`src/rtl/scmp_bus_responder.sv`:
```
module scmp_bus_responder #(
  parameter int unsigned TIMEOUT = 15
) (
  input  logic        clk,
  input  logic        rst_n,
  input  logic [11:0] addr,
  input  logic        ADS_n,
  input  logic        RD_n,
  input  logic        WR_n,
  input  logic [7:0]  D_i,
  output logic [7:0]  D_o,
  output logic        D_oe,
  output logic        hold_n,
  output logic [15:0] mem_addr,
  output logic        mem_rd,
  output logic        mem_wr,
  output logic [7:0]  mem_wdata,
  input  logic [7:0]  mem_rdata,
  input  logic        mem_ack,
  output logic [3:0]  cyc_flags,
  output logic        halt_o,
  output logic        err
);

  typedef enum logic [2:0] {
    S_IDLE,
    S_ADDR,
    S_RD_WAIT,
    S_RD_DRIVE,
    S_WR_WAIT,
    S_WR_END
  } state_e;

  state_e      state_q;
  logic [7:0]  d_o_q;
  logic        d_oe_q;
  logic        hold_n_q;
  logic [15:0] mem_addr_q;
  logic        mem_rd_q;
  logic        mem_wr_q;
  logic [7:0]  mem_wdata_q;
  logic [3:0]  cyc_flags_q;
  logic        halt_q;
  logic        err_q;

  logic        ads_take;
  logic        ads_stray;

`ifdef SCMP_RESP_TIMEOUT_EN
  localparam int unsigned CNT_W = (TIMEOUT > 1) ? $clog2(TIMEOUT) : 1;
  localparam logic [CNT_W-1:0] CNT_LAST = CNT_W'(TIMEOUT - 1);
  logic [CNT_W-1:0] tmo_q;
`endif

  always_comb begin
    ads_take  = 1'b0;
    ads_stray = 1'b0;
    if (!ADS_n) begin
      if (state_q == S_IDLE || state_q == S_ADDR) begin
        ads_take = 1'b1;
      end else begin
        ads_stray = 1'b1;
      end
    end
  end

  always_ff @(posedge clk or negedge rst_n) begin
    if (!rst_n) begin
      mem_addr_q  <= '0;
      cyc_flags_q <= '0;
      halt_q      <= 1'b0;
    end else begin
      halt_q <= ads_take & D_i[7] & D_i[5];
      if (ads_take) begin
        mem_addr_q  <= {D_i[3:0], addr};
        cyc_flags_q <= D_i[7:4];
      end
    end
  end

  always_ff @(posedge clk or negedge rst_n) begin
    if (!rst_n) begin
      state_q     <= S_IDLE;
      d_o_q       <= '0;
      d_oe_q      <= 1'b0;
      hold_n_q    <= 1'b1;
      mem_rd_q    <= 1'b0;
      mem_wr_q    <= 1'b0;
      mem_wdata_q <= '0;
      err_q       <= 1'b0;
`ifdef SCMP_RESP_TIMEOUT_EN
      tmo_q       <= '0;
`endif
    end else begin
      err_q <= ads_stray;
      case (state_q)
        S_IDLE: begin
          if (!ADS_n) begin
            state_q <= S_ADDR;
`ifdef SCMP_RESP_TIMEOUT_EN
            tmo_q   <= '0;
`endif
          end
        end
        S_ADDR: begin
          if (!ADS_n) begin
            state_q <= S_ADDR;
`ifdef SCMP_RESP_TIMEOUT_EN
            tmo_q   <= '0;
`endif
          end else if (!RD_n && !WR_n) begin
            err_q   <= 1'b1;
            state_q <= S_IDLE;
          end else if (!RD_n) begin
            mem_rd_q <= 1'b1;
            hold_n_q <= 1'b0;
            state_q  <= S_RD_WAIT;
          end else if (!WR_n) begin
            mem_wdata_q <= D_i;
            mem_wr_q    <= 1'b1;
            hold_n_q    <= 1'b0;
            state_q     <= S_WR_WAIT;
          end
`ifdef SCMP_RESP_TIMEOUT_EN
          else if (tmo_q == CNT_LAST) begin
            err_q   <= 1'b1;
            state_q <= S_IDLE;
          end else begin
            tmo_q <= tmo_q + 1'b1;
          end
`endif
        end
        S_RD_WAIT: begin
          if (mem_ack) begin
            d_o_q    <= mem_rdata;
            d_oe_q   <= 1'b1;
            mem_rd_q <= 1'b0;
            hold_n_q <= 1'b1;
            state_q  <= S_RD_DRIVE;
          end
        end
        S_RD_DRIVE: begin
          if (RD_n) begin
            d_oe_q  <= 1'b0;
            state_q <= S_IDLE;
          end
        end
        S_WR_WAIT: begin
          if (mem_ack) begin
            mem_wr_q <= 1'b0;
            hold_n_q <= 1'b1;
            state_q  <= S_WR_END;
          end
        end
        S_WR_END: begin
          if (WR_n) begin
            state_q <= S_IDLE;
          end
        end
        default: begin
          state_q <= S_IDLE;
        end
      endcase
    end
  end

  assign D_o       = d_o_q;
  assign D_oe      = d_oe_q;
  assign hold_n    = hold_n_q;
  assign mem_addr  = mem_addr_q;
  assign mem_rd    = mem_rd_q;
  assign mem_wr    = mem_wr_q;
  assign mem_wdata = mem_wdata_q;
  assign cyc_flags = cyc_flags_q;
  assign halt_o    = halt_q;
  assign err       = err_q;

endmodule

```
`config.mk`:
```
export PLATFORM = sky130hd
export DESIGN_NAME = scmp_bus_responder
export DESIGN_NICKNAME = d
export VERILOG_FILES = /design/src/rtl/scmp_bus_responder.sv
export SDC_FILE = /design/constraint.sdc
export NUM_CORES = 1
export LEC_CHECK = 0
export ABC_AREA = 1
export ABC_CLOCK_PERIOD_IN_PS = 2400
export CORE_ASPECT_RATIO = 0.6
export CORE_MARGIN = 10
export CORE_UTILIZATION = 48
export CTS_BUF_LIST = sky130_fd_sc_hd__clkbuf_2 sky130_fd_sc_hd__clkbuf_4 sky130_fd_sc_hd__clkbuf_8
export DETAILED_ROUTE_END_ITERATION = 10
export PLACE_DENSITY = 0.83
export SLEW_MARGIN = 10
export SYNTH_ARGS = -nofsm -noshare
export SYNTH_HDL_FRONTEND = slang
export SYNTH_SLANG_ARGS = --single-unit
```
`constraint.sdc`:
```
create_clock -name clk -period 2.4 [get_ports clk]
set_input_delay 0.24 -clock clk [delete_from_list [all_inputs] [get_ports clk]]
set_output_delay 0.24 -clock clk [all_outputs]
set_load 0.005 [all_outputs]
```
## Word level (Yosys, flattened, before mapping)

Cells that the tools add are included.
Widths: inputs -> output; s select.

- Flip-flop bits (word level): 45
- Input port bits: 34
- Output and inout port bits: 42
- Word-level logic and storage cells: 85

- Equal/unequal tests: 18
- Mux-type cells: 35
- Bitwise gates (word level): 4
- Reductions and logical operators: 17

Operators with widths:

| cell | number |
|---|---|
| $mux 3 | 9 |
| $mux 1 | 21 |
| $ne 2x2->1 const B | 10 |
| $pmux 3 s6 | 1 |
| $reduce_and 5->1 | 3 |
| $reduce_and 6->1 | 2 |
| $pmux 1 s2 | 4 |
| $reduce_bool 2->1 | 4 |
| $eq 3x2->1 const B | 2 |
| $eq 3x3->1 const B | 2 |
| $ne 5x4->1 const B | 1 |
| $eq 3x1->1 const B | 1 |
| $logic_not 3->1 | 1 |
| $ne 3x3->1 const B | 1 |
| $reduce_and 3->1 | 1 |
| $and 1x1->1 | 2 |
| $logic_not 1->1 | 2 |
| $ne 2x1->1 const B | 1 |
| $not 1->1 | 2 |
| $reduce_and 2->1 | 1 |
| $reduce_or 2->1 | 1 |
| $logic_and 1x1->1 | 1 |
| $logic_or 1x1->1 | 1 |

## Logic depth before layout (Yosys ltp)

Gate-level depths: netlist (run 1).

- Word-level depth: 7
- Gate-level depth with buffers: 9
- Depth with buffers taken out: 9

## Worst setup path after synthesis (run 1)

No wires, ideal clock.

- Path kind: reg-to-reg
- Start: register state_q[2]
- End: register cyc_flags_q[1] (netlist: cyc_flags[1])
- Library setup time: 0.117 ns
- Data arrival time: 1.128 ns
- Required time: 2.283 ns
- Path slack: 1.155 ns
- Cell stages (with the launch flop): 7
- Buffers on the path: 2
- Clock period less this slack: 1.245 ns
- Path through: dfrtp_1 > buf_6 > nor3_4 > inv_2 > buf_6 > nand2_1 > nand2_1

- Longest elaborated chain between the ends: 4
- Elaborated cells on any way between the ends: 5
- Those cells by class: 1 x eq/ne; 2 x mux; 2 x reduce/logical

Ends and longest elaborated chain:

| item | line | RTL |
|---|---|---|
| start: declaration | 34 | `state_e state_q;` |
| start signal: assignment | 83 | `state_q <= S_IDLE;` |
| start signal: assignment | 99 | `state_q <= S_ADDR;` |
| start signal: assignment | 107 | `state_q <= S_ADDR;` |
| $eq 3x1->1 or $logic_not 3->1 (tied branches) | 59 | `if (state_q == S_IDLE \|\| state_q == S_ADDR) begin` |
| $logic_or 1x1->1 * | 59 |  |
| $mux 1 * | 59 |  |
| $mux 1 * | 58 | `if (!ADS_n) begin` |
| end signal: assignment | 76 | `cyc_flags_q <= D_i[7:4];` |
| end: declaration | 42 | `logic [3:0] cyc_flags_q;` |

Every way passes the cells marked *; elsewhere a longest branch is shown, timed or not.
A chain may end at the register's enable or synchronous reset.

## Worst setup path after layout (run 1)

- Start: register state_q[2]
- End: register d_o_q[1] (netlist: D_o[1])

- Longest elaborated chain between the ends: 2

Ends and longest elaborated chain:

| item | line | RTL |
|---|---|---|
| $eq 3x2->1 | 96 | `case (state_q)` |
| $reduce_and 2->1 (no source line) | -- |  |
| end signal: assignment | 135 | `d_o_q <= mem_rdata;` |
| end: declaration | 35 | `logic [7:0] d_o_q;` |

No other way between the ends.

==> results by group, run 1 <==
Run status
  – Outcome: completed

STA
  – Worst hold margin: between 4 and 5 ps
  – Setup violation total in the final timing report: 0
  – Worst-margin pin slew: between 500 and 600 ps
  – Setup repair after global routing missed its margin: no
  – Post-route clock period utilization: between 70% and 80%
  – Maximum clock skew at final layout: 9.02 ps
  – Tmin final: approximately 1800 ps
  – Maximum operating frequency: 0.565 GHz
  – Final Slew Violations: 0
  – Setup slack after layout: approximately 630 ps
  – Setup_tns: 0 ps
  – Worst slew margin relative to its limit: approximately 63%
  – Final Hold Viols: 0

Synthesis
  – Area fraction in compound gates after synthesis: 6.51%
  – Average instance area after synthesis: between 8 and 9 um2
  – Async SR Flop Fraction: 100%
  – Top area cells in the synthesized netlist: sky130_fd_sc_hd__dfrtp_1 56%, sky130_fd_sc_hd__nand2_1 21%, sky130_fd_sc_hd__o21ai_2 3.6%
  – Top post-synthesis cells by count: 111 x sky130_fd_sc_hd__nand2_1, 44 x sky130_fd_sc_hd__dfrtp_1, 12 x sky130_fd_sc_hd__inv_1
  – Mux contribution to synthesized area: 0%
  – Share of the synthesized area in the top cell type: 56.2%
  – Post-Syn Instances: 220
  – Adder-Cell Fraction of Synth Area: 0%
  – Xor/xnor cell area share of the yosys netlist: 0%
  – Yosys synthesis warning count: 0
  – Library cell occupying the most area in the post-synthesis netlist: sky130_fd_sc_hd__dfrtp_1
  – Mapped Nets: approximately 250
  – Simple-Gate Fraction of Synth Area: a little under 30%
  – Most used standard cell by instance count after synthesis: sky130_fd_sc_hd__nand2_1
  – EDFF count, synth: 0
  – Main synth FF type: sky130_fd_sc_hd__dfrtp_1
  – Post-synthesis register bit count: 45
  – Number of library cell types mapped by synthesis: 23
  – Sequential-to-total area share from yosys stat: between 50% and 60%
  – Largest family of logic cells by synthesized area: simple AND/OR/NAND/NOR gates
  – Synth Cell Area: slightly below 2000 um2

Pwr
  – Reg power frac: roughly two fifths
  – Switching power share of the total: between 30 and 40%
  – Combinational share of power: between 40% and 50%
  – LEAKAGE: 1.39 nW
  – Pwr dens: approximately 1200 nW/um2
  – Internal power: 2.17 mW
  – Largest vdd supply drop: between 0.6 and 0.7 mV
  – Proportion of power drawn by the clock network: between 10% and 20%
  – Net Switching: 1.21 mW

Run
  – Max Cap Violations: 0

Detailed routing
  – Residual DRC: 0
  – Detailed-router iteration count before antenna repair: 4
  – Vias per Instance: ~5.0
  – Total Routed Length: roughly 5000 um
  – Violation count after the first detailed-route iteration: 95
  – Total number of vias: 1709
  – Final ANT Viol Nets: 0
  – Average wire length per cell after detail routing: 14.8 um

Floorplan
  – Die Wd: about 100 um
  – Die Y-Extent: between 60 and 70 um
  – Row cnt: 17
  – Area of the die: 7120 um2
  – Boundary Pins: 76
  – Starting utilization of the core area: 51.5%
  – Total core area: roughly 3800 um2

Place
  – Worst setup timing slack at the placement stage: approximately 640 ps
  – Final weighted congestion in routability-driven placement: between 0.8 and 0.9
  – Number of input and output port buffers inserted: 75
  – Placed Cells: roughly 340
  – Instance area at placement: approximately 2700 um2
  – HPWL Detailed: approximately 4000 um

Worst hold path
  – Worst hold-check path type: input pin to async pin

Final layout
  – Share of post-route cells with drive strength above 1: under 10%
  – Post-route cell area: roughly 2800 um2
  – Signed area change from the synthesized netlist to the final layout: 43.1%
  – Count of non-filler cells in the finished layout: 345
  – Final nets: 331
  – Total inserted antenna cells: 0

Setup path
  – Startpoint type of the worst setup path: flip-flop
  – Required time at the endpoint of the critical path: between 2000 and 3000 ps
  – Critical path class: flip-flop to flip-flop
  – Biggest fanout along the worst timing path: 11
  – Data arrival time of the worst path: between 1500 and 2000 ps
  – Critical Path Sink Type: flip-flop
  – Register-to-Register Path Depth: 7

CTS
  – CTS clock-pin slew for the worst setup and hold paths: 90 ps
  – Hold buffers post-CTS: 0
  – Maximum level of the CTS H-tree: 2
  – CTS Buffer Depth: 2
  – Post-CTS setup buffer count: 0
  – # resized after CTS: 0
  – Clock buffer count from CTS: 5
  – Count of clock tree sinks: 45
  – Clock latency at the later pin of the worst-skew pair: about 300 ps
  – Clock tree from TritonCTS: yes
  – Root buffer selected by CTS: sky130_fd_sc_hd__clkbuf_8

GRT
  – Total global routing overflow: 0
  – Wire length of the first global-routing pass: approximately 8700 um
  – Antenna violations before repair: 0
  – Maximum number of pins on one net before global-route repair: 46
  – GRT Util Overall: 15.3%
  – Number of global-route vias before repair: 1749
-- through the flow --
step | power, mW | utilization (%)
5_1_grt | 3.67 | 73.7
4_1_cts | 3.42 | 73.7
3_3_place_gp | 2.87 | 71.2
6_report | 3.38 | 73.7
3_5_place_dp | 2.93 | 71.2
2_1_floorplan | 2.04 | -
-- routing by layer --
layer | GRT usage [%] | share of wire, % | vias to the layer above
li1 | - | - | 845
met1 | 19.4 | 44 | 783
met2 | 22.7 | 44 | 75
met3 | 6.94 | 11 | 6
met4 | 4.63 | 1.1 | 0
met5 | 0 | 0 | -
-- power by group through the flow --
stage	clock (mW)	sequential [mW]	combinational, mW
global route	0.530	1.40	1.74
global placement	0	1.34	1.53
detailed placement	0	1.35	1.57
finish	0.489	1.34	1.55
CTS	0.494	1.35	1.58
floorplan	0	1.34	0.696
-- critical path, cell delays in order, from the launching register on --
cell	delay [ps]
sky130_fd_sc_hd__dfrtp_1	630
sky130_fd_sc_hd__inv_2	100
sky130_fd_sc_hd__nand2_2	80
sky130_fd_sc_hd__nor2_1	40
sky130_fd_sc_hd__nand2_1	300
sky130_fd_sc_hd__clkinv_1	330
sky130_fd_sc_hd__nand2_1	130
sky130_fd_sc_hd__nand2_1	60
-- cell usage in the layout, fill, tap and decap left out, drive strengths merged --
cell type	n
nand2	114
clkdlybuf4s50	74
dfrtp	44
inv	16
o21ai	13
nand3	7
nor2	7
clkbuf	5
nand4	4
buf	3
a21oi	2
o31ai	2
clkinv	2
nor3	1
nand3b	1
o211ai	1
clkinvlp	1
dfstp	1
-- flip-flops by register name, indices dropped and copies added (netlist names) --
| register | cells |
|---|---|
| mem_addr | 16 |
| D_o | 8 |
| mem_wdata | 8 |
| cyc_flags | 4 |
| state_q | 3 |
| D_oe | 1 |
| err | 1 |
| halt_o | 1 |
| hold_n | 1 |
| mem_rd | 1 |
| mem_wr | 1 |
-- kinds of logic (layout without fill, tap and decap cells) --
| family | count (synthesis) | count (layout) |
|---|---|---|
| compound gates | 18 | 18 |
| buf+inv | 23 | 101 |
| flops | 45 | 45 |
| simple gates | 134 | 134 |
-- worst paths after layout --
kind / slack, ps / startpoint / to
max: 630 / state_q[2] / D_o[1]
min: 4 / rst_n / mem_addr[14]
max reg2reg: 630 / state_q[2] / D_o[1]
min reg2reg: 480 / mem_wr / mem_wr
max in group asynchronous: 2030 / rst_n / mem_rd
min in group clk: 460 / mem_rdata[3] / D_o[3]
-- layout make-up --
class	instances	area, um2
clock inverters	3	25.0
repair buffers	77	761
inverters	16	60.1
well taps	47	58.8
multi-input cells	152	704
flip-flops and latches	45	1130
clock buffers	5	68.8
fillers	296	1000
(Power assumes the default switching activity.)
==> inputs of run 2 (changes only) <==
--- a/config.mk
+++ b/config.mk
@@ -6,13 +6,13 @@
 export NUM_CORES = 1
 export LEC_CHECK = 0
 export ABC_AREA = 1
-export ABC_CLOCK_PERIOD_IN_PS = 2400
+export ABC_CLOCK_PERIOD_IN_PS = 1700
 export CORE_ASPECT_RATIO = 0.6
 export CORE_MARGIN = 10
-export CORE_UTILIZATION = 48
+export CORE_UTILIZATION = 45
 export CTS_BUF_LIST = sky130_fd_sc_hd__clkbuf_2 sky130_fd_sc_hd__clkbuf_4 sky130_fd_sc_hd__clkbuf_8
 export DETAILED_ROUTE_END_ITERATION = 10
-export PLACE_DENSITY = 0.83
+export PLACE_DENSITY = 0.78
 export SLEW_MARGIN = 10
 export SYNTH_ARGS = -nofsm -noshare
 export SYNTH_HDL_FRONTEND = slang
==> constraint.sdc (replaced) <==
create_clock -name clk -period 1.7 [get_ports clk]
set_input_delay 0.17 -clock clk [delete_from_list [all_inputs] [get_ports clk]]
set_output_delay 0.17 -clock clk [all_outputs]
set_load 0.005 [all_outputs]
==> run 2 against run 1 <==
Compared with the run above: sequential cell count unchanged; via count about the same; total power up 47%; clock power up 73%; wire length up 5.0%; register-to-register slack worse by 390 ps; clock skew down 4.0 ps; combinational power up 43%; cell count up 5.2%; design area up 2.9%; clock-buffer cell count up 2; critical endpoint is now hold_n; largest power group unchanged; highest routed layer unchanged.
==> results by group, run 2 (synthesized netlist as in run 1, its figures left out) <==
Place
  – Number of input and output port buffers inserted: 75
  – Final weighted congestion in routability-driven placement: approximately 0.84
  – HPWL Detailed: about 4200 um
  – Worst setup timing slack at the placement stage: between 100 and 150 ps
  – Instance area at placement: about 2800 um2

CTS
  – CTS Buffer Depth: 2
  – Root buffer selected by CTS: sky130_fd_sc_hd__clkbuf_8
  – Post-CTS setup buffer count: 0
  – Count of clock tree sinks: 45
  – Clock tree from TritonCTS: yes
  – CTS clock-pin slew for the worst setup and hold paths: roughly 80 ps
  – Hold buffers post-CTS: 1
  – Clock latency at the later pin of the worst-skew pair: roughly 300 ps
  – Maximum level of the CTS H-tree: 2
  – Clock buffer count from CTS: 5
  – # resized after CTS: 0

Setup path
  – Critical path class: flip-flop to output port
  – Cell family with most CP delay: flip-flops
  – Startpoint type of the worst setup path: flip-flop
  – Critical path's largest stage delay: between 500 and 600 ps
  – Required time at the endpoint of the critical path: ~1500 ps
  – Slowest CP cell: sky130_fd_sc_hd__dfstp_2
  – Critical Path Sink Type: output port
  – Data arrival time of the worst path: between 1000 and 1500 ps
  – Biggest fanout along the worst timing path: 2
  – CP Cell Sequence: clkdlybuf4s50_1
  – Buffering stage count on the worst path with inverters included: 1

GRT
  – Antenna violations before repair: 0
  – Wire length of the first global-routing pass: between 8000 and 9000 um
  – Total global routing overflow: 0
  – GRT Util Overall: ~15%
  – Maximum number of pins on one net before global-route repair: 25
  – Number of global-route vias before repair: ~1.8k

Detailed routing
  – Residual DRC: 0
  – Average wire length per cell after detail routing: between 10 and 15 um
  – Total number of vias: 1710
  – Vias per Instance: 4.71
  – Violation count after the first detailed-route iteration: between 70 and 80
  – Total Routed Length: approximately 5400 um
  – Final ANT Viol Nets: 0
  – Detailed-router iteration count before antenna repair: 4

Floorplan
  – Die Y-Extent: 71.1 um
  – Starting utilization of the core area: 47.3%
  – Die Wd: roughly 110 um
  – Area of the die: 7480 um2
  – Boundary Pins: 76
  – Total core area: 4140 um2
  – Row cnt: 18

STA
  – Tmin final: ~1500 ps
  – Setup slack after layout: a little under 200 ps
  – Setup_tns: 0 ps
  – Final Slew Violations: 0
  – Maximum operating frequency: 0.665 GHz
  – Maximum clock skew at final layout: 4.98 ps
  – Final Hold Viols: 0
  – Worst-margin pin slew: 430 ps
  – Setup repair after global routing missed its margin: no
  – Worst hold margin: around 340 ps
  – Post-route clock period utilization: 88.4%
  – Worst slew margin relative to its limit: a little over 70%
  – Setup violation total in the final timing report: 0

Pwr
  – Largest vdd supply drop: about 0.83 mV
  – LEAKAGE: 1.43 nW
  – Pwr dens: approximately 1700 nW/um2
  – Total power after layout: 4.96 mW

Final layout
  – Signed area change from the synthesized netlist to the final layout: 47.3%
  – Commonest non-fill, non-tap cell in the layout: sky130_fd_sc_hd__nand2_1
  – Share of post-route cells with drive strength above 1: a little over a tenth
  – Max reg flops: 16
  – Commonest non-fill, non-tap cells in the layout: 111 x sky130_fd_sc_hd__nand2_1, 74 x sky130_fd_sc_hd__clkdlybuf4s50_1, 44 x sky130_fd_sc_hd__dfrtp_1
  – Fillcell total: ~320
  – Area occupied by registers: 1130 um2
  – Post-route cell area: just under 3000 um2
  – Final nets: around 340
  – Total inserted antenna cells: 0
  – Multi-input gate area: 704 um2

Worst hold path
  – Worst hold-check path type: input pin to async pin

Run status
  – Outcome: completed

Run
  – Max Cap Violations: 0
run 2: cell type report:
type,instances,area share (%)
repair buffers,82,27.7
clock buffers,7,3.12
inverters,16,2.08
multi-input cells,152,24.4
flip-flops and latches,45,39.0
well taps,60,2.60
clock inverters,1,1.04
run 2: path summary, 6_finish.rpt:
check,endpoint,depth (start not counted),startpoint,slack (ps)
setup / recovery,hold_n,1,hold_n,200
hold / removal,state_q[2],2,rst_n,340
setup reg to reg,mem_wdata[5],7,state_q[1],240
hold reg to reg,mem_addr[11],2,mem_addr[11],480
max in group asynchronous,hold_n,3,rst_n,710
min in group clk,D_o[3],3,mem_rdata[3],400
run 2: power breakdown:
part / total (mW) / internal, mW / switching, mW / leakage [nW]
clock: 0.847 / 0.495 / 0.352 / 0.0619
combinational: 2.21 / 1.21 / 0.998 / 0.807
sequential: 1.90 / 1.57 / 0.332 / 0.559
run 2: through the flow:
stage / std cells / utilization [%]
floorplan: 220 / -
detailed placement: 354 / 66.5
global placement: 354 / 66.5
CTS: 363 / 69.7
global route: 363 / 69.7
finish: 363 / 69.7
run 2: metal layers:
metal / vias to the layer above / wire [um] / global-route usage [%]
met1: 796 / 2640 / 18.8
met3: 5 / 560 / 8.59
met5: - / 0 / 0
met4: 0 / 38 / 4.85
li1: 845 / - / -
met2: 64 / 2150 / 20.3
==> inputs of run 3 (changes only) <==
--- a/config.mk
+++ b/config.mk
@@ -6,13 +6,13 @@
 export NUM_CORES = 1
 export LEC_CHECK = 0
 export ABC_AREA = 1
-export ABC_CLOCK_PERIOD_IN_PS = 1700
+export ABC_CLOCK_PERIOD_IN_PS = 1300
 export CORE_ASPECT_RATIO = 0.6
 export CORE_MARGIN = 10
-export CORE_UTILIZATION = 45
+export CORE_UTILIZATION = 41
 export CTS_BUF_LIST = sky130_fd_sc_hd__clkbuf_2 sky130_fd_sc_hd__clkbuf_4 sky130_fd_sc_hd__clkbuf_8
 export DETAILED_ROUTE_END_ITERATION = 10
-export PLACE_DENSITY = 0.78
+export PLACE_DENSITY = 0.75
 export SLEW_MARGIN = 10
 export SYNTH_ARGS = -nofsm -noshare
 export SYNTH_HDL_FRONTEND = slang
==> constraint.sdc (replaced) <==
create_clock -name clk -period 1.3 [get_ports clk]
set_input_delay 0.13 -clock clk [delete_from_list [all_inputs] [get_ports clk]]
set_output_delay 0.13 -clock clk [all_outputs]
set_load 0.005 [all_outputs]
==> run 3 against run 2 <==
Compared with the run above: clock power grew 30%; register-to-register slack worse by 310 ps; first-iteration DRC count is 21% higher; critical endpoint is now state_q[0]; via count increased by 11%; sequential share of layout area is 4.7 points lower; clock-buffer cell count unchanged; cell count up 8.8%; the run now ends with setup timing left.
==> results by group, run 3 (synthesized netlist as in run 1, its figures left out) <==
Detailed routing
  – Residual DRC: 0
  – Vias per Instance: roughly 4.8
  – Average wire length per cell after detail routing: 15.6 um
  – Final ANT Viol Nets: 0
  – Detailed-router iteration count before antenna repair: 4
  – Total number of vias: around 1.9k
  – Violation count after the first detailed-route iteration: just over 90
  – Total Routed Length: approximately 6000 um

CTS
  – CTS Buffer Depth: 2
  – Maximum level of the CTS H-tree: 2
  – CTS clock-pin slew for the worst setup and hold paths: ~80 ps
  – Clock buffer count from CTS: 5
  – Root buffer selected by CTS: sky130_fd_sc_hd__clkbuf_8
  – Count of clock tree sinks: 45
  – Clock tree from TritonCTS: yes
  – Clock latency at the later pin of the worst-skew pair: ~290 ps

Final layout
  – Share of post-route cells with drive strength above 1: between 20% and 30%
  – Signed area change from the synthesized netlist to the final layout: 67.6%
  – Max reg flops: 16
  – Commonest non-fill, non-tap cell in the layout: sky130_fd_sc_hd__nand2_1
  – Final core area utilization: just over 70%
  – Commonest non-fill, non-tap cells in the layout: 102 x sky130_fd_sc_hd__nand2_1, 42 x sky130_fd_sc_hd__dfrtp_1, 33 x sky130_fd_sc_hd__clkdlybuf4s50_1
  – Final nets: 365
  – Post-route cell area: ~3300 um2
  – Total inserted antenna cells: 0
  – Fillcell total: 337
  – Multi-input gate area: just over 800 um2
  – Area occupied by registers: between 1000 and 1500 um2

Setup path
  – Startpoint type of the worst setup path: flip-flop
  – Slowest CP cell: sky130_fd_sc_hd__dfrtp_2
  – Buffering stage count on the worst path with inverters included: 2
  – CP Cell Sequence: inv_4 > nand2_4 > nor2_8 > buf_12 > nand3b_1 > nand2_2 > nor2_1 > nand2_1 > nand2_1
  – Cell family with most CP delay: simple AND/OR/NAND/NOR gates
  – Critical Path Sink Type: flip-flop
  – Required time at the endpoint of the critical path: between 1000 and 1500 ps
  – Worst path most repeated cell: sky130_fd_sc_hd__nand2_1
  – Critical path's largest stage delay: approximately 450 ps
  – Data arrival time of the worst path: 1550 ps
  – Critical path class: flip-flop to flip-flop
  – Biggest fanout along the worst timing path: 5

Worst hold path
  – Worst hold-check path type: input pin to async pin

Run status
  – Outcome: complete, but fails checks
  – Failing checks: setup timing

Pwr
  – Total power after layout: ~7.0 mW
  – LEAKAGE: 1.89 nW
  – Largest vdd supply drop: approximately 1.0 mV
  – Pwr dens: about 2100 nW/um2

Place
  – HPWL Detailed: 4220 um
  – Final weighted congestion in routability-driven placement: 0.904
  – Instance area at placement: a little under 3000 um2
  – Number of input and output port buffers inserted: 75

Floorplan
  – Die Wd: around 110 um
  – Die Y-Extent: 73.6 um
  – Starting utilization of the core area: between 40% and 50%
  – Total core area: 4590 um2
  – Row cnt: 19
  – Area of the die: about 8000 um2
  – Boundary Pins: 76

GRT
  – Wire length of the first global-routing pass: 9240 um
  – Antenna violations before repair: 0
  – GRT Util Overall: 14.5%
  – Maximum number of pins on one net before global-route repair: 25
  – Total global routing overflow: 0
  – Number of global-route vias before repair: about 1.9k

STA
  – Worst hold margin: about 350 ps
  – Worst slew margin relative to its limit: about two thirds
  – Maximum clock skew at final layout: 4.06 ps
  – Maximum operating frequency: roughly 0.73 GHz
  – Setup repair after global routing missed its margin: yes
  – Setup violation total in the final timing report: 10
  – Tmin final: about 1400 ps
  – Post-route clock period utilization: 105%
  – Worst-margin pin slew: ~500 ps
  – Final Hold Viols: 0
  – Final Slew Violations: 0
  – Setup slack after layout: -70.6 ps

Run
  – Max Cap Violations: 0
## run 3: metal layers
layer	part of all wire [%]	vias to the layer above	GRT usage (%)
met5	0	-	0
met3	12	11	8.21
met4	1.3	0	4.45
met2	43	83	20.7
li1	-	915	-
met1	43	884	18.3
## run 3: stage by stage
step	TNS, ps	instances	worst slack (ps)
final	-413	395	-70.6
after CTS	-657	388	-80.9
after global placement	-2730	372	-152
after global routing	-1210	395	-131
after floorplan	0	220	55.3
after detailed placement	-3600	372	-156
## run 3: path summary, 6_finish.rpt
path | start | to | slack, ps | depth (start not counted)
max | state_q[1] | state_q[0] | -70 | 9
min | rst_n | state_q[0] | 350 | 2
max reg2reg | state_q[1] | state_q[0] | -70 | 9
min reg2reg | mem_addr[13] | mem_addr[13] | 470 | 2
max in group asynchronous | rst_n | mem_addr[6] | 460 | 3
min in group clk | mem_rdata[1] | D_o[1] | 360 | 3
## run 3: power by group
part	switching, mW	leakage (nW)	internal [mW]	total [mW]
combinational	1.67	1.27	1.80	3.47
sequential	0.366	0.556	2.06	2.43
clock	0.454	0.0619	0.648	1.10
total	2.50	1.89	4.51	7.00
## run 3: timing repair
action,CTS,global route
pin swaps,6,9
buffers inserted,6,5
hold buffers,1,0
resized for setup,35,49
gates cloned,1,2
hold endpoints to repair,17,0
endpoints found under the setup margin,47,57
## run 3: area by class of cell
cell class / instances / share of cell area (%)
Timing Repair Buffer: 110 / 32.7
Clock inverter: 1 / 0.914
Clock buffer: 7 / 2.74
Inverter: 16 / 2.32
Tap cell: 63 / 2.40
Multi-Input combinational cell: 153 / 24.6
Sequential cell: 45 / 34.4
